===== src/rtl/vga_timing_gen_if.sv =====
// Raster timing bundle: pixel tick into the generator, sync/enable/position/strobes out.
// The generator uses the master modport; framebuffer reader and pin drivers use slave.
interface vga_timing_gen_if #(
    parameter int XW = 10,
    parameter int YW = 10
);
    logic          pix_en;
    logic          hsync;
    logic          vsync;
    logic          de;
    logic [XW-1:0] x;
    logic [YW-1:0] y;
    logic          line_start;
    logic          frame_start;

    modport master (
        input  pix_en,
        output hsync, vsync, de, x, y, line_start, frame_start
    );

    modport slave (
        output pix_en,
        input  hsync, vsync, de, x, y, line_start, frame_start
    );
endinterface


===== src/rtl/vga_timing_gen.sv =====
// Raster timing generator: all outputs registered, one enabled tick behind the h/v counters.
// No backpressure; pix_en only qualifies advancement, strobes are one clk wide per tick.
module vga_timing_gen #(
    parameter int H_ACTIVE = 640,
    parameter int H_FP     = 16,
    parameter int H_SYNC   = 96,
    parameter int H_BP     = 48,
    parameter int V_ACTIVE = 480,
    parameter int V_FP     = 10,
    parameter int V_SYNC   = 2,
    parameter int V_BP     = 33,
    parameter int HS_POL   = 0,
    parameter int VS_POL   = 0,
    parameter int XW       = 10,
    parameter int YW       = 10
) (
    input  logic             clk,
    input  logic             rst,
    vga_timing_gen_if.master bus
);
    localparam int H_TOTAL = H_ACTIVE + H_FP + H_SYNC + H_BP;
    localparam int V_TOTAL = V_ACTIVE + V_FP + V_SYNC + V_BP;

    generate
        if (H_ACTIVE < 1 || H_FP < 1 || H_SYNC < 1 || H_BP < 1 ||
            V_ACTIVE < 1 || V_FP < 1 || V_SYNC < 1 || V_BP < 1) begin : g_bad_timing
            $error("vga_timing_gen: every timing parameter must be >= 1");
        end
        if (XW < 1 || YW < 1 || XW > 30 || YW > 30 ||
            H_TOTAL > (1 << XW) || V_TOTAL > (1 << YW)) begin : g_bad_width
            $error("vga_timing_gen: XW/YW too narrow for the raster totals");
        end
    endgenerate

    localparam logic [XW-1:0] H_LAST    = XW'(H_TOTAL - 1);
    localparam logic [XW-1:0] H_ACT_END = XW'(H_ACTIVE);
    localparam logic [XW-1:0] HS_BEG    = XW'(H_ACTIVE + H_FP);
    localparam logic [XW-1:0] HS_END    = XW'(H_ACTIVE + H_FP + H_SYNC);
    localparam logic [YW-1:0] V_LAST    = YW'(V_TOTAL - 1);
    localparam logic [YW-1:0] V_ACT_END = YW'(V_ACTIVE);
    localparam logic [YW-1:0] VS_BEG    = YW'(V_ACTIVE + V_FP);
    localparam logic [YW-1:0] VS_END    = YW'(V_ACTIVE + V_FP + V_SYNC);
    localparam logic          HS_ON     = (HS_POL != 0);
    localparam logic          VS_ON     = (VS_POL != 0);

    logic [XW-1:0] h_q, h_d;
    logic [YW-1:0] v_q, v_d;
    logic          hsync_q, hsync_d;
    logic          vsync_q, vsync_d;
    logic          de_q, de_d;
    logic [XW-1:0] x_q, x_d;
    logic [YW-1:0] y_q, y_d;
    logic          line_start_q, line_start_d;
    logic          frame_start_q, frame_start_d;

    always_comb begin
        h_d           = h_q;
        v_d           = v_q;
        hsync_d       = hsync_q;
        vsync_d       = vsync_q;
        de_d          = de_q;
        x_d           = x_q;
        y_d           = y_q;
        line_start_d  = 1'b0;
        frame_start_d = 1'b0;
        if (rst) begin
            h_d     = '0;
            v_d     = '0;
            hsync_d = ~HS_ON;
            vsync_d = ~VS_ON;
            de_d    = 1'b0;
            x_d     = '0;
            y_d     = '0;
        end else if (bus.pix_en) begin
            // Decode the position the counters hold now; it becomes the presented pixel.
            de_d          = (h_q < H_ACT_END) && (v_q < V_ACT_END);
            hsync_d       = (h_q >= HS_BEG && h_q < HS_END) ? HS_ON : ~HS_ON;
            vsync_d       = (v_q >= VS_BEG && v_q < VS_END) ? VS_ON : ~VS_ON;
            x_d           = h_q;
            y_d           = v_q;
            line_start_d  = (h_q == '0);
            frame_start_d = (h_q == '0) && (v_q == '0);
            if (h_q == H_LAST) begin
                h_d = '0;
                v_d = (v_q == V_LAST) ? '0 : v_q + 1'b1;
            end else begin
                h_d = h_q + 1'b1;
            end
        end
    end

    always_ff @(posedge clk) begin
        h_q           <= h_d;
        v_q           <= v_d;
        hsync_q       <= hsync_d;
        vsync_q       <= vsync_d;
        de_q          <= de_d;
        x_q           <= x_d;
        y_q           <= y_d;
        line_start_q  <= line_start_d;
        frame_start_q <= frame_start_d;
    end

    assign bus.hsync       = hsync_q;
    assign bus.vsync       = vsync_q;
    assign bus.de          = de_q;
    assign bus.x           = x_q;
    assign bus.y           = y_q;
    assign bus.line_start  = line_start_q;
    assign bus.frame_start = frame_start_q;
endmodule


===== src/flat_wrapper.sv =====
// flat-port wrapper written by rule: the top's interface ports become plain ports
module vga_timing_gen_flat 
#(
    parameter int H_ACTIVE = 640,
    parameter int H_FP     = 16,
    parameter int H_SYNC   = 96,
    parameter int H_BP     = 48,
    parameter int V_ACTIVE = 480,
    parameter int V_FP     = 10,
    parameter int V_SYNC   = 2,
    parameter int V_BP     = 33,
    parameter int HS_POL   = 0,
    parameter int VS_POL   = 0,
    parameter int XW       = 10,
    parameter int YW       = 10
)
  (clk, rst, bus_pix_en, bus_hsync, bus_vsync, bus_de, bus_x, bus_y, bus_line_start, bus_frame_start);
  vga_timing_gen_if #(.XW(XW), .YW(YW)) bus_i ();
  input  logic clk;
  input  logic rst;
  input wire logic [$bits(bus_i.pix_en)-1:0] bus_pix_en;
  output wire logic [$bits(bus_i.hsync)-1:0] bus_hsync;
  output wire logic [$bits(bus_i.vsync)-1:0] bus_vsync;
  output wire logic [$bits(bus_i.de)-1:0] bus_de;
  output wire logic [$bits(bus_i.x)-1:0] bus_x;
  output wire logic [$bits(bus_i.y)-1:0] bus_y;
  output wire logic [$bits(bus_i.line_start)-1:0] bus_line_start;
  output wire logic [$bits(bus_i.frame_start)-1:0] bus_frame_start;
  assign bus_i.pix_en = bus_pix_en;
  assign bus_hsync = bus_i.hsync;
  assign bus_vsync = bus_i.vsync;
  assign bus_de = bus_i.de;
  assign bus_x = bus_i.x;
  assign bus_y = bus_i.y;
  assign bus_line_start = bus_i.line_start;
  assign bus_frame_start = bus_i.frame_start;
  vga_timing_gen #(.H_ACTIVE(H_ACTIVE), .H_FP(H_FP), .H_SYNC(H_SYNC), .H_BP(H_BP), .V_ACTIVE(V_ACTIVE), .V_FP(V_FP), .V_SYNC(V_SYNC), .V_BP(V_BP), .HS_POL(HS_POL), .VS_POL(VS_POL), .XW(XW), .YW(YW)) u_core (.clk(clk), .rst(rst), .bus(bus_i));
endmodule

===== config.mk =====
export PLATFORM = sky130hd
export DESIGN_NAME = vga_timing_gen_flat
export DESIGN_NICKNAME = d
export VERILOG_FILES = /design/src/rtl/vga_timing_gen_if.sv /design/src/rtl/vga_timing_gen.sv /design/src/flat_wrapper.sv
export SDC_FILE = /design/constraint.sdc
export NUM_CORES = 1
export LEC_CHECK = 0
export BUFFER_PORTS_ARGS = -buffer_cell sky130_fd_sc_hd__buf_2
export CORE_MARGIN = 4
export CORE_UTILIZATION = 55
export CTS_CLUSTER_DIAMETER = 40
export CTS_CLUSTER_SIZE = 8
export DETAILED_ROUTE_END_ITERATION = 8
export PLACE_DENSITY = 0.83
export SLEW_MARGIN = 20
export SYNTH_ARGS = -nofsm -noshare
export SYNTH_HDL_FRONTEND = slang
export SYNTH_SLANG_ARGS = --single-unit

===== constraint.sdc =====
create_clock -name clk -period 3.2 [get_ports clk]
set_input_delay 0.16 -clock clk [delete_from_list [all_inputs] [get_ports clk]]
set_output_delay 0.16 -clock clk [all_outputs]
set_load 0.01 [all_outputs]

## Word-level counts from Yosys, hierarchy flattened

Index checks and enable logic that the tools add are counted.

- Add/subtract/negate cells: 2
- Eq/ne operators: 2
- Muxes and demuxes: 4
- Div/mod/pow operators: 0
- Bitwise gates (word level): 1
- $mul: 0
- Shift operators: 0
- $lt $le $gt $ge: 6
- Reduce and logical (&&, ||, !) cells: 8

Operators with widths:

| kind | count |
|---|---|
| 10-bit by 1-bit adder with 10-bit output, second input constant | 2 |
| 10-bit == test, second input constant | 2 |
| 10-bit zero test | 2 |
| 10-bit < comparator, second input constant | 2 |
| 10-bit by 9-bit < comparator with 1-bit output, second input constant | 2 |
| 10-bit 2-to-1 mux | 2 |
| 10-bit >= comparator, second input constant | 1 |
| 10-bit by 9-bit >= comparator with 1-bit output, second input constant | 1 |
| 1-bit logical AND | 4 |
| 1-bit 2-to-1 mux | 2 |
| 2-bit AND reduction | 1 |
| 2-bit OR reduction | 1 |
| 1-bit inverter | 1 |

- Bits in writable memories: 0
- Memories kept: 0
- Bits in read-only memories: 0
- Input bits: 3
- Output and inout bits: 25
- Word-level logic and storage cells: 32
- Register bits after elaboration: 45
- Latch bits: 0

## Logic depth before layout (Yosys ltp)

Gate-level depths: netlist (run 1).

- Word-level depth: 3
- Depth in mapped cells: 6
- Depth with buffers taken out: 6

## Worst setup path before layout (run 1)

No wires, ideal clock.

- Path type: reg-to-reg
- From: register u_core.v_q[1]
- To: register u_core.v_q[8]
- Required time: 3.130 ns
- Clock period less this slack: 1.412 ns
- Cell stages (with the launch flop): 6
- Setup slack: 1.788 ns
- Arrival time: 1.341 ns
- Cells stage by stage: dfxtp_1 -> ha_1 -> and3_1 -> nand4_1 -> or3_1 -> a21oi_1

- Longest elaborated chain between the ends: 2
- Elaborated cells on any way between the ends: 3
- Those cells by class: 1 x add/sub; 1 x eq/ne; 1 x mux

Ends and longest elaborated chain:

| what | line | source |
|---|---|---|
| start: declaration | vga_timing_gen.sv:47 | `logic [YW-1:0] v_q, v_d;` |
| start signal: assignment | vga_timing_gen.sv:94 | `v_q <= v_d;` |
| 10-bit by 1-bit adder with 10-bit output / 10-bit == test (equally long branches) | vga_timing_gen.sv:85 | `v_d = (v_q == V_LAST) ? '0 : v_q + 1'b1;` |
| 10-bit 2-to-1 mux (*) | vga_timing_gen.sv:85 |  |

Mark *: on every way between the ends. The rest lies on a longest branch, timed or not.
A chain may end at the register's enable or synchronous reset.

## Worst setup path after layout (run 1)

- From: register u_core.h_q[1]
- To: register u_core.v_q[5]

- Longest elaborated chain between the ends: 2

Ends and longest elaborated chain:

| what | line | source |
|---|---|---|
| start: declaration | vga_timing_gen.sv:46 | `logic [XW-1:0] h_q, h_d;` |
| start signal: assignment | vga_timing_gen.sv:93 | `h_q <= h_d;` |
| 10-bit == test | vga_timing_gen.sv:83 | `if (h_q == H_LAST) begin` |
| 2-bit AND reduction (no source line) | n/a |  |

No other way between the ends.

==> key figures, run 1 <==
Run status
  • Run status: complete, no violations

Clocking
  • Cts hold-fix bufs: 0
  • Clock insertion delay at the later pin of the skew report: 0.30 ns
  • Clock root buffer: sky130_fd_sc_hd__clkbuf_8
  • CTS tree: yes
  • Number of buffers on the longest clock path: 2
  • Number of buffers added by the clock tree synthesis step: 5
  • Maximum level of the CTS H-tree: 2
  • # clock sinks: 45
  • PostCTS Resize Cnt: 0
  • Clock-pin slew on the worst setup and hold paths: 0.08 ns
  • Post-CTS setup buffers: 0

Setup path
  • Worst Setup Path Type: register to register
  • FF-to-FF End: u_core.v_q[5]$_SDFFE_PP0P_
  • Element type at the critical path start: register
  • FF-to-FF path depth: 5
  • Worst path top cell family by delay: simple AND/OR/NAND/NOR gates
  • Launching element of the worst setup path: u_core.h_q[1]$_SDFFE_PP0P_
  • Maximum fanout encountered on the critical timing path: 12
  • CP peak stage delay: 0.40 ns
  • Logic depth of the worst path, buffers included: 5
  • Arrival time of data at the critical path endpoint: about 1.9 ns
  • Cell chain of the critical path: ha_1 -> and2_1 -> and4_4 -> a31oi_1 -> a311oi_1
  • Worst path buffer plus inverter count: 0
  • Setup slack, reg-to-reg: around 1.5 ns
  • Cell at the slowest stage of the critical path: sky130_fd_sc_hd__dfxtp_1
  • Launch point of the worst reg-to-reg path: u_core.h_q[1]$_SDFFE_PP0P_
  • CP required: approximately 3.4 ns
  • Critical path endpoint category: register
  • Worst setup endpoint: u_core.v_q[5]$_SDFFE_PP0P_

Drt
  • Average via count per standard cell: roughly 5.7
  • Violation count after the first detailed-route iteration: 82
  • DRC: 0
  • Via Count: around 1700
  • Total Routed Length: 4011 um
  • Post-DRT Antenna Nets: 0
  • Drt wl/cell: between 10 and 15 um
  • Pre-Repair DR Iteration Count: 4

Yosys
  • Sequential cell area fraction in the yosys report: 0.4309
  • Avg Inst Size Synth: just over 9 um^2
  • Area share of the largest cell type after synthesis: 0.4309
  • Number of flip-flops and latches in the synthesized netlist: 45
  • Largest cells by area after synthesis: sky130_fd_sc_hd__dfxtp_1 (43%), sky130_fd_sc_hd__mux2i_1 (9.1%), sky130_fd_sc_hd__nor2_1 (4.8%)
  • Post-synthesis cell type with the largest combined area: sky130_fd_sc_hd__dfxtp_1
  • Synth warnings: 0
  • Post-synth cell types: 43
  • Nets in the synthesized netlist: 233
  • Cells after synthesis: about 230
  • Cell area after technology mapping: 0.002091 mm^2

Timing
  • Final setup violation count: 0
  • Portion of the clock cycle consumed by the worst path in the final layout: 0.5244
  • Summed negative setup slack over all endpoints: 0 ns
  • Worst-Margin Slew: about 0.8 ns
  • Setup repair after global routing missed its margin: false
  • Final-report hold violation count: 0
  • Max-slew violation count: 0
  • Setup Skew: 0.005280 ns
  • Fin crit period: 1.678 ns
  • Timing-limited maximum frequency: a little under 0.6 GHz
  • Relative slew slack: 0.4784

Place
  • Count of buffers inserted at the top-level ports: 27
  • # placed instances: 287
  • GPL Wtd Cong: 0.8755
  • Total half-perimeter wirelength after legalization and detailed placement: 2719 um

Final layout
  • Antenna Cells: 0
  • Fraction of layout cells with a size suffix above 1: 0.1829
  • Footprint of the flip-flops and latches: 900.9 um^2
  • Total number of nets in the final design: ~250
  • Multi-input logic area: between 0.001 and 0.0015 mm^2
  • Fin util: 0.6271
  • Count of placed standard cells in the final layout, fillers left out: 294
  • Number of filler instances in the final layout: 303
  • Relative area change from synthesis to final layout: 9.814%

Floorplan
  • Starting density of the core: 0.5711
  • Die Wd: 69.66 um
  • Height of the die: between 60 and 70 um
  • Core Area: 0.003661 mm^2
  • IO Pins: 28
  • Count of standard-cell rows: 22
  • Area enclosed by the die boundary: 0.004852 mm^2

GRT
  • Global-route wire length before repair: around 6900 um
  • Number of antenna violations at the first check in global routing: 0
  • Number of global-route vias before repair: 1481
  • All-Layer GR Usage: 0.1725
  • Gr ovfl total: 0
  • Maximum number of pins on one net before global-route repair: 48

Pwr
  • Power density cells: 416.9 mW/mm^2
  • Static leakage power: 0.9235 nW
  • Total design power: 957.2 uW
  • Max rail drop VDD: between 0.3 and 0.4 mV

Hold path
  • Min-delay worst type: input port to register

Job
  • Count of maximum capacitance violations: 0
==> cells by family (layout without fill, tap and decap cells) <==
family / count (synthesis) / after routing / share of synthesized area
buffers and inverters: 22 / 42 / 0.05087
adder cells (fa/ha/maj): 4 / 4 / 0.02394
AND/OR/NAND/NOR: 100 / 100 / 0.2908
AO/OA/AOI/OAI: 28 / 28 / 0.07900
XOR/XNOR: 8 / 8 / 0.03351
multiplexers: 19 / 19 / 0.09096
flip-flops: 45 / 45 / 0.4309
==> placed cells by master (no fill, tap or decap), types with 4 or more instances in the layout <==
cell,Yosys,layout
sky130_fd_sc_hd__clkbuf_8,0,6
sky130_fd_sc_hd__buf_2,4,27
sky130_fd_sc_hd__mux2i_1,19,19
sky130_fd_sc_hd__inv_1,8,8
sky130_fd_sc_hd__ha_1,4,4
sky130_fd_sc_hd__nor3_1,8,8
sky130_fd_sc_hd__nand3_1,10,10
sky130_fd_sc_hd__nand4_1,7,7
sky130_fd_sc_hd__nand2b_1,4,4
sky130_fd_sc_hd__a31oi_1,4,4
sky130_fd_sc_hd__o21ai_0,5,5
sky130_fd_sc_hd__dfxtp_1,45,45
sky130_fd_sc_hd__xor2_1,5,5
sky130_fd_sc_hd__nand2_1,11,11
sky130_fd_sc_hd__and3_1,4,4
sky130_fd_sc_hd__nor2_1,27,27
sky130_fd_sc_hd__a21oi_1,13,13
==> worst min path at each step <==
stage          cells after the start                          endpoint                        from
6_report                           2      u_core.bus.y[2]$_SDFFE_PP0P_                         rst
4_1_cts                            2      u_core.bus.y[8]$_SDFFE_PP0P_                         rst
2_1_floorplan                      2  u_core.bus.line_start$_SDFF_PP0_                         rst
3_5_place_dp                       2        u_core.bus.de$_SDFFE_PP0P_  u_core.bus.de$_SDFFE_PP0P_
3_3_place_gp                       2        u_core.bus.de$_SDFFE_PP0P_  u_core.bus.de$_SDFFE_PP0P_
5_1_grt                            2      u_core.bus.y[7]$_SDFFE_PP0P_                         rst
==> metal layers <==
layer	vias up	track usage	wire, um
met2	52	0.2426	1827
met3	5	0.05507	247
met4	0	0.05957	46
li1	835	-	-
met1	794	0.2473	1890
met5	-	0	0
==> registers in the layout (all words and copies together) (netlist names) <==
| name | cells |
|---|---|
| u_core.bus.x | 10 |
| u_core.bus.y | 10 |
| u_core.h_q | 10 |
| u_core.v_q | 10 |
| u_core.bus.de | 1 |
| u_core.bus.frame_start | 1 |
| u_core.bus.hsync | 1 |
| u_core.bus.line_start | 1 |
| u_core.bus.vsync | 1 |
==> stage by stage <==
step           hold WS [ns]  setup slack (ns)  area, um^2
2_1_floorplan        0.4208             1.788        2091
3_3_place_gp         0.4628             1.379        2210
3_5_place_dp         0.4677             1.358        2210
4_1_cts              0.4213             1.523        2296
5_1_grt              0.4686             1.369        2296
6_report             0.4288             1.522        2296
==> report_power, final <==
| group | internal [mW] | total, mW | switching [mW] |
|---|---|---|---|
| Sequential | 0.565 | 0.568 | 0.00358 |
| Combinational | 0.0152 | 0.0404 | 0.0252 |
| Clock | 0.171 | 0.348 | 0.177 |
| Total | 0.751 | 0.957 | 0.206 |
==> worst register-to-register path: stages (launching register included) <==
cell and delay, ns:
sky130_fd_sc_hd__dfxtp_1 0.40, sky130_fd_sc_hd__ha_1 0.26, sky130_fd_sc_hd__and2_1 0.24, sky130_fd_sc_hd__and4_4 0.34, sky130_fd_sc_hd__a31oi_1 0.11, sky130_fd_sc_hd__a311oi_1 0.24
==> layout make-up <==
class,instances,area share
Multi-Input combinational cell,159,0.4719
Sequential cell,45,0.3924
Timing Repair Buffer,27,0.05886
Clock buffer,7,0.03760
Tap cell,48,0.02616
Inverter,8,0.01308
==> synthesized netlist by cell type <==
library cell               number
sky130_fd_sc_hd__a21boi_1       1
sky130_fd_sc_hd__a21oi_1       13
sky130_fd_sc_hd__a311oi_1       1
sky130_fd_sc_hd__a31oi_1        4
sky130_fd_sc_hd__and2_1         3
sky130_fd_sc_hd__and3_1         4
sky130_fd_sc_hd__and3_2         2
sky130_fd_sc_hd__and4_1         3
sky130_fd_sc_hd__and4_2         1
sky130_fd_sc_hd__and4_4         1
sky130_fd_sc_hd__buf_1          1
sky130_fd_sc_hd__buf_2          4
sky130_fd_sc_hd__buf_4          3
sky130_fd_sc_hd__buf_6          1
sky130_fd_sc_hd__clkbuf_1       5
sky130_fd_sc_hd__dfxtp_1       45
sky130_fd_sc_hd__ha_1           4
sky130_fd_sc_hd__inv_1          8
sky130_fd_sc_hd__mux2i_1       19
sky130_fd_sc_hd__nand2_1       11
sky130_fd_sc_hd__nand2b_1       4
sky130_fd_sc_hd__nand3_1       10
sky130_fd_sc_hd__nand3b_1       2
sky130_fd_sc_hd__nand4_1        7
sky130_fd_sc_hd__nand4_4        1
sky130_fd_sc_hd__nand4b_1       2
sky130_fd_sc_hd__nor2_1        27
sky130_fd_sc_hd__nor3_1         8
sky130_fd_sc_hd__nor3_4         1
sky130_fd_sc_hd__nor3b_2        1
sky130_fd_sc_hd__nor4_1         1
sky130_fd_sc_hd__nor4_4         1
sky130_fd_sc_hd__nor4b_1        2
sky130_fd_sc_hd__nor4b_4        1
sky130_fd_sc_hd__o21ai_0        5
sky130_fd_sc_hd__o21bai_1       1
sky130_fd_sc_hd__o32ai_1        3
sky130_fd_sc_hd__or2_2          2
sky130_fd_sc_hd__or2_4          1
sky130_fd_sc_hd__or3_1          3
sky130_fd_sc_hd__or3b_1         1
sky130_fd_sc_hd__xnor2_1        3
sky130_fd_sc_hd__xor2_1         5
(Power assumes the default switching activity.)
==> run 2: changes to the inputs <==
- CORE_UTILIZATION: 55 -> 51
- PLACE_DENSITY: 0.83 -> 0.81
- clock period: 3.2 -> 1.43 ns (I/O delays scaled with it)
==> run 2 against run 1 <==
Compared with the run above:
- the run now ends with setup timing left
- critical path depth is 1 lower
- power rose to 2.6 times the previous value
- non-clock buffer count rose by 38
- sequential cell count stayed put
- clock power rose to 3.2 times the previous value
- final area up 18%
- global-route usage is 2.8 points higher
- setup slack worse by 1.6 ns
==> key figures, run 2 (synthesis gave the netlist of run 1 again) <==
Place
  • Placed cell areas: between 0.002 and 0.0025 mm^2
  • GPL Wtd Cong: 0.9486
  • Total half-perimeter wirelength after legalization and detailed placement: approximately 3600 um
  • Count of buffers inserted at the top-level ports: 27

Pwr
  • Clock network power share: 0.447
  • Internal power: between 2 and 2.5 mW
  • Power density cells: 919.3 mW/mm^2
  • Net switching component of the power: 497.0 uW
  • Sequential Power Share: 0.508
  • Combinational power share: 0.045
  • Static leakage power: 1.151 nW
  • Switching portion of total power: 0.1990
  • Total design power: approximately 2.5 mW
  • Max rail drop VDD: 0.7283 mV

Final layout
  • Antenna Cells: 0
  • Leading cell types in the layout, fill and taps excluded: sky130_fd_sc_hd__buf_4 (37), sky130_fd_sc_hd__dfxtp_1 (34), sky130_fd_sc_hd__nor2_1 (27), sky130_fd_sc_hd__buf_2 (27), sky130_fd_sc_hd__mux2i_1 (19)
  • Relative area change from synthesis to final layout: 29.92%
  • Most common library cell in the layout ignoring fill and taps: sky130_fd_sc_hd__buf_4
  • Total non-filler cell area in the finished layout: ~0.0027 mm^2
  • Total number of nets in the final design: 291
  • Fraction of layout cells with a size suffix above 1: 0.3860
  • Number of filler instances in the final layout: 298

GRT
  • All-Layer GR Usage: 0.2003
  • Number of global-route vias before repair: 1779
  • Gr ovfl total: 0
  • Maximum number of pins on one net before global-route repair: 26
  • Global-route wire length before repair: 8245 um
  • Number of antenna violations at the first check in global routing: 0

Timing
  • Timing-limited maximum frequency: 0.6765 GHz
  • Max-slew violation count: 0
  • Fin crit period: around 1.5 ns
  • Portion of the clock cycle consumed by the worst path in the final layout: 1.034
  • Setup Skew: 0.007602 ns
  • Final-report hold violation count: 0
  • Final critical-path setup slack: -0.04816 ns
  • Worst-Margin Slew: 0.3606 ns
  • Final setup violation count: 7
  • Setup repair after global routing missed its margin: true
  • Relative slew slack: 0.7578

Clocking
  • Clock root buffer: sky130_fd_sc_hd__clkbuf_8
  • # clock sinks: between 40 and 50
  • Clock-pin slew on the worst setup and hold paths: 0.08 ns
  • Number of buffers added by the clock tree synthesis step: 5
  • Maximum level of the CTS H-tree: 2
  • Number of buffers on the longest clock path: 2
  • CTS tree: yes
  • Clock insertion delay at the later pin of the skew report: 0.30 ns
  • Cts hold-fix bufs: 0

Floorplan
  • Core Area: 0.003971 mm^2
  • Count of standard-cell rows: 23
  • IO Pins: 28
  • Height of the die: 72.03 um
  • Area enclosed by the die boundary: 0.005188 mm^2
  • Starting density of the core: 0.5265
  • Die Wd: 72.03 um

Setup path
  • Maximum fanout encountered on the critical timing path: 4
  • Critical path endpoint category: register
  • CP required: 1.61 ns
  • Arrival time of data at the critical path endpoint: 1.66 ns
  • Element type at the critical path start: register
  • Worst Setup Path Type: register to register

Drt
  • Drt wl/cell: 15.84 um
  • Pre-Repair DR Iteration Count: 5
  • Violation count after the first detailed-route iteration: 151
  • DRC: 0
  • Post-DRT Antenna Nets: 0
  • Average via count per standard cell: 5.809
  • Total Routed Length: 5305 um
  • Via Count: 1946

Run status
  • Violations in the final reports: setup timing
  • Run status: complete, but fails checks

Job
  • Count of maximum capacitance violations: 0

Hold path
  • Min-delay worst type: input port to register
==> run 2: cell types whose count changed in the layout (fill, tap and decap cells not counted), sizes merged <==
cell	change
buf	+38
bufinv	+2
clkbuf	-2
clkinv	+1
==> run 2: power by group through the flow <==
stage / sequential, mW / clock (mW) / combinational (mW)
2_1_floorplan: 1.30 / 0 / 0.0686
3_3_place_gp: 1.30 / 0 / 0.106
3_5_place_dp: 1.30 / 0 / 0.109
4_1_cts: 1.27 / 1.13 / 0.111
5_1_grt: 1.27 / 1.19 / 0.121
6_report: 1.27 / 1.12 / 0.112
==> run 2: critical path, cell delays in order (launching register included) <==
cell                      delay, ns
sky130_fd_sc_hd__dfxtp_1       0.46
sky130_fd_sc_hd__nand4_1       0.22
sky130_fd_sc_hd__or3b_1        0.39
sky130_fd_sc_hd__a21oi_1       0.20
sky130_fd_sc_hd__o32ai_2       0.10
==> run 2: cell type report <==
class / instances / area, um^2 / share of cell area
Timing Repair Buffer: 65 / 424.2 / 0.1561
Tap cell: 50 / 62.56 / 0.02303
Inverter: 8 / 30.03 / 0.01105
Multi-Input combinational cell: 159 / 1146 / 0.4219
Clock inverter: 3 / 65.06 / 0.02395
Clock buffer: 5 / 68.82 / 0.02533
Sequential cell: 45 / 919.6 / 0.3386
==> run 2: stage by stage <==
step / TNS (ns) / utilization / hold WS, ns / setup slack [ns] / instances
finish: -0.1675 / 0.6840 / 0.1155 / -0.04816 / 335
floorplan: 0 / - / 0.3323 / 0.01810 / 226
global placement: -0.03290 / 0.6232 / 0.3962 / -0.01484 / 324
CTS: -0.03159 / 0.6660 / 0.1008 / -0.02371 / 332
global route: -0.7978 / 0.6840 / 0.1157 / -0.1106 / 335
detailed placement: -0.2024 / 0.6232 / 0.4044 / -0.08010 / 324
==> run 2: layer usage <==
layer | routed length, um | vias up | global-route usage
met1 | 2358 | 917 | 0.2825
met3 | 384 | 8 | 0.03878
met4 | 71 | 0 | 0.07516
li1 | - | 919 | -
met2 | 2490 | 102 | 0.3041
met5 | 0 | - | 0
==> run 2: final timing paths <==
path                               from                           end  slack [ns]  cells past startpoint
max          u_core.v_q[6]$_SDFFE_PP0P_    u_core.v_q[9]$_SDFFE_PP0P_       -0.05                      4
min                                 rst  u_core.bus.y[8]$_SDFFE_PP0P_        0.12                      2
max reg2reg  u_core.v_q[6]$_SDFFE_PP0P_    u_core.v_q[9]$_SDFFE_PP0P_       -0.05                      4
min reg2reg  u_core.bus.de$_SDFFE_PP0P_    u_core.bus.de$_SDFFE_PP0P_        0.48                      2
==> run 2: timing repair <==
item	in CTS	in global routing
resized for setup	13	19
setup endpoints to repair	8	12
endpoints found under the hold margin	0	0
setup buffers	0	3
pin swaps	4	8
==> run 3: changes to the inputs <==
- CORE_UTILIZATION: 51 -> 55
- PLACE_DENSITY: 0.81 -> 0.83
- clock period: 1.43 -> 1.85 ns (I/O delays scaled with it)
==> run 3 against run 2 <==
Compared with the run above:
- the flow now finishes without violations
- routed wire length decreased by 20%
- global-route usage is 1.1 points lower
- clock power fell by 32%
- register-to-register slack improved by 0.25 ns
- setup slack gained 0.25 ns
- critical path type unchanged
- largest cell class unchanged
- die area down 6.5%
- sequential share of layout area up 4.1 points
- highest routed layer unchanged
==> key figures, run 3 (synthesis gave the netlist of run 1 again) <==
Drt
  • Routed length on met2: around 1900 um
  • Wire length on met1: 2001 um
  • Uppermost layer routed: met4
  • Total Routed Length: 4248 um
  • Average via count per standard cell: 5.688
  • Via Count: 1712
  • Violation count after the first detailed-route iteration: 64
  • Drt wl/cell: 14.11 um
  • Pre-Repair DR Iteration Count: 4
  • Detail Route met3 WL: 284 um
  • DRC: 0
  • Post-DRT Antenna Nets: 0

Clocking
  • Clock insertion delay at the later pin of the skew report: 0.30 ns
  • Post-CTS setup buffers: 0
  • Cts hold-fix bufs: 0
  • Maximum level of the CTS H-tree: 2
  • PostCTS Resize Cnt: 0
  • # clock sinks: 45
  • Clock root buffer: sky130_fd_sc_hd__clkbuf_8
  • CTS tree: yes
  • Number of buffers added by the clock tree synthesis step: 5
  • Clock-pin slew on the worst setup and hold paths: 0.08 ns
  • Number of buffers on the longest clock path: 2

Timing
  • Setup repair after global routing missed its margin: false
  • Portion of the clock cycle consumed by the worst path in the final layout: 0.8894
  • Timing-limited maximum frequency: 0.6078 GHz
  • Summed negative setup slack over all endpoints: 0 ns
  • Worst-Margin Slew: 0.4628 ns
  • Relative slew slack: 0.6915
  • Fin crit period: 1.645 ns
  • Final-report hold violation count: 0
  • Setup Skew: ~0.0076 ns
  • Max-slew violation count: 0
  • Final setup violation count: 0

Pwr
  • Max rail drop VDD: 0.5908 mV
  • Power density cells: roughly 770 mW/mm^2
  • Net switching component of the power: about 370 uW
  • Static leakage power: 0.9671 nW
  • Clock network power share: 0.418
  • Sequential Power Share: 0.541
  • Switching portion of total power: 0.2034
  • Internal power: 1.447 mW
  • Combinational power share: 0.041

Setup path
  • Element type at the critical path start: register
  • FF-to-FF End: u_core.v_q[8]$_SDFFE_PP0P_
  • Setup slack, reg-to-reg: 0.20 ns
  • Cell at the slowest stage of the critical path: sky130_fd_sc_hd__dfxtp_1
  • FF-to-FF path depth: 5
  • Cell chain of the critical path: ha_1 -> and3_1 -> nand4_1 -> or3_1 -> a21oi_1
  • CP required: 2.08 ns
  • CP peak stage delay: 0.44 ns
  • Arrival time of data at the critical path endpoint: 1.87 ns
  • Critical path endpoint category: register
  • Launch point of the worst reg-to-reg path: u_core.v_q[1]$_SDFFE_PP0P_
  • Maximum fanout encountered on the critical timing path: 7
  • Worst Setup Path Type: register to register

Final layout
  • Total non-filler cell area in the finished layout: between 0.002 and 0.0025 mm^2
  • Fraction of layout cells with a size suffix above 1: 0.2055
  • Antenna Cells: 0
  • Relative area change from synthesis to final layout: 13.40%
  • Most common library cell in the layout ignoring fill and taps: sky130_fd_sc_hd__dfxtp_1
  • Leading cell types in the layout, fill and taps excluded: sky130_fd_sc_hd__dfxtp_1 (45), sky130_fd_sc_hd__nor2_1 (27), sky130_fd_sc_hd__buf_2 (27)
  • Fin util: 0.6476
  • Total number of nets in the final design: around 260

Floorplan
  • Count of standard-cell rows: 22
  • Die Wd: 69.66 um
  • IO Pins: 28
  • Core Area: 0.003661 mm^2
  • Area enclosed by the die boundary: 0.004852 mm^2
  • Height of the die: 69.66 um
  • Starting density of the core: 0.5711

Place
  • Placed cell areas: 0.002255 mm^2
  • GPL Wtd Cong: 0.9056
  • Total half-perimeter wirelength after legalization and detailed placement: about 3000 um
  • Count of buffers inserted at the top-level ports: 27

Hold path
  • Min-delay worst type: input port to register
  • Number of cells on the worst hold path: 3
  • Worst min-delay path endpoint: u_core.bus.x[4]$_SDFFE_PP0P_
  • Min-delay src: bus_pix_en

GRT
  • Maximum number of pins on one net before global-route repair: 27
  • Number of antenna violations at the first check in global routing: 0
  • Gr ovfl total: 0
  • Global-route wire length before repair: 7424 um
  • All-Layer GR Usage: 0.1894
  • Number of global-route vias before repair: 1602

Run status
  • Run status: complete, no violations

Job
  • Count of maximum capacitance violations: 0
[run 3: changes by cell type in the layout (fill, tap and decap cells not counted), sizes merged]
cell    change
buf        -32
bufinv      -1
clkbuf      +2
clkinv      -1
[run 3: layer usage]
| metal | up-vias | track usage |
|---|---|---|
| met5 | - | 0 |
| met4 | 0 | 0.08298 |
| met3 | 6 | 0.05507 |
| met2 | 57 | 0.2818 |
| met1 | 799 | 0.2543 |
| li1 | 850 | - |
[run 3: layout make-up]
type	instances	area [um^2]
well taps	48	60.06
flip-flops and latches	45	900.9
clock inverters	1	30.03
multi-input cells	159	1084
repair buffers	33	180.2
inverters	8	30.03
clock buffers	7	86.33
fillers	306	1290
[run 3: power groups by stage]
| stage | registers (mW) | logic (mW) | clock network (mW) |
|---|---|---|---|
| after global routing | 0.985 | 0.0830 | 0.820 |
| after detailed placement | 1.01 | 0.0750 | 0 |
| after CTS | 0.983 | 0.0751 | 0.767 |
| after floorplan | 1.01 | 0.0530 | 0 |
| final | 0.983 | 0.0744 | 0.759 |
| after global placement | 1.01 | 0.0747 | 0 |
[run 3: critical path, delay by kind of cell, from the launching register on]
kind	cells	cell delay, ns
DFF	1	0.44
AOI/OAI and AO/OA	1	0.16
and+or+nand+nor	3	0.75
adders and majority gates	1	0.23
[run 3: metrics by stage]
| stage | instances | total power [mW] | hold WS, ns | worst slack (ns) |
|---|---|---|---|---|
| after detailed placement | 293 | 1.081 | 0.4579 | 0.2437 |
| after floorplan | 226 | 1.061 | 0.3533 | 0.4381 |
| after global placement | 293 | 1.080 | 0.4570 | 0.2983 |
| final | 301 | 1.816 | 0.1977 | 0.2046 |
| after global routing | 301 | 1.888 | 0.2340 | 0.07835 |
| after CTS | 301 | 1.826 | 0.1992 | 0.2221 |
[run 3: how the worst max path moves through the flow]
stage	start	to	slack, ns	cells after the start
finish	u_core.v_q[1]$_SDFFE_PP0P_	u_core.v_q[8]$_SDFFE_PP0P_	0.20	5
CTS	u_core.v_q[1]$_SDFFE_PP0P_	u_core.v_q[8]$_SDFFE_PP0P_	0.22	5
global route	u_core.v_q[0]$_SDFFE_PP0P_	u_core.v_q[9]$_SDFFE_PP0P_	0.08	6
detailed placement	u_core.h_q[0]$_SDFFE_PP0P_	u_core.v_q[5]$_SDFFE_PP0P_	0.24	5
global placement	u_core.h_q[0]$_SDFFE_PP0P_	u_core.v_q[5]$_SDFFE_PP0P_	0.30	5
floorplan	u_core.v_q[1]$_SDFFE_PP0P_	u_core.v_q[8]$_SDFFE_PP0P_	0.44	5
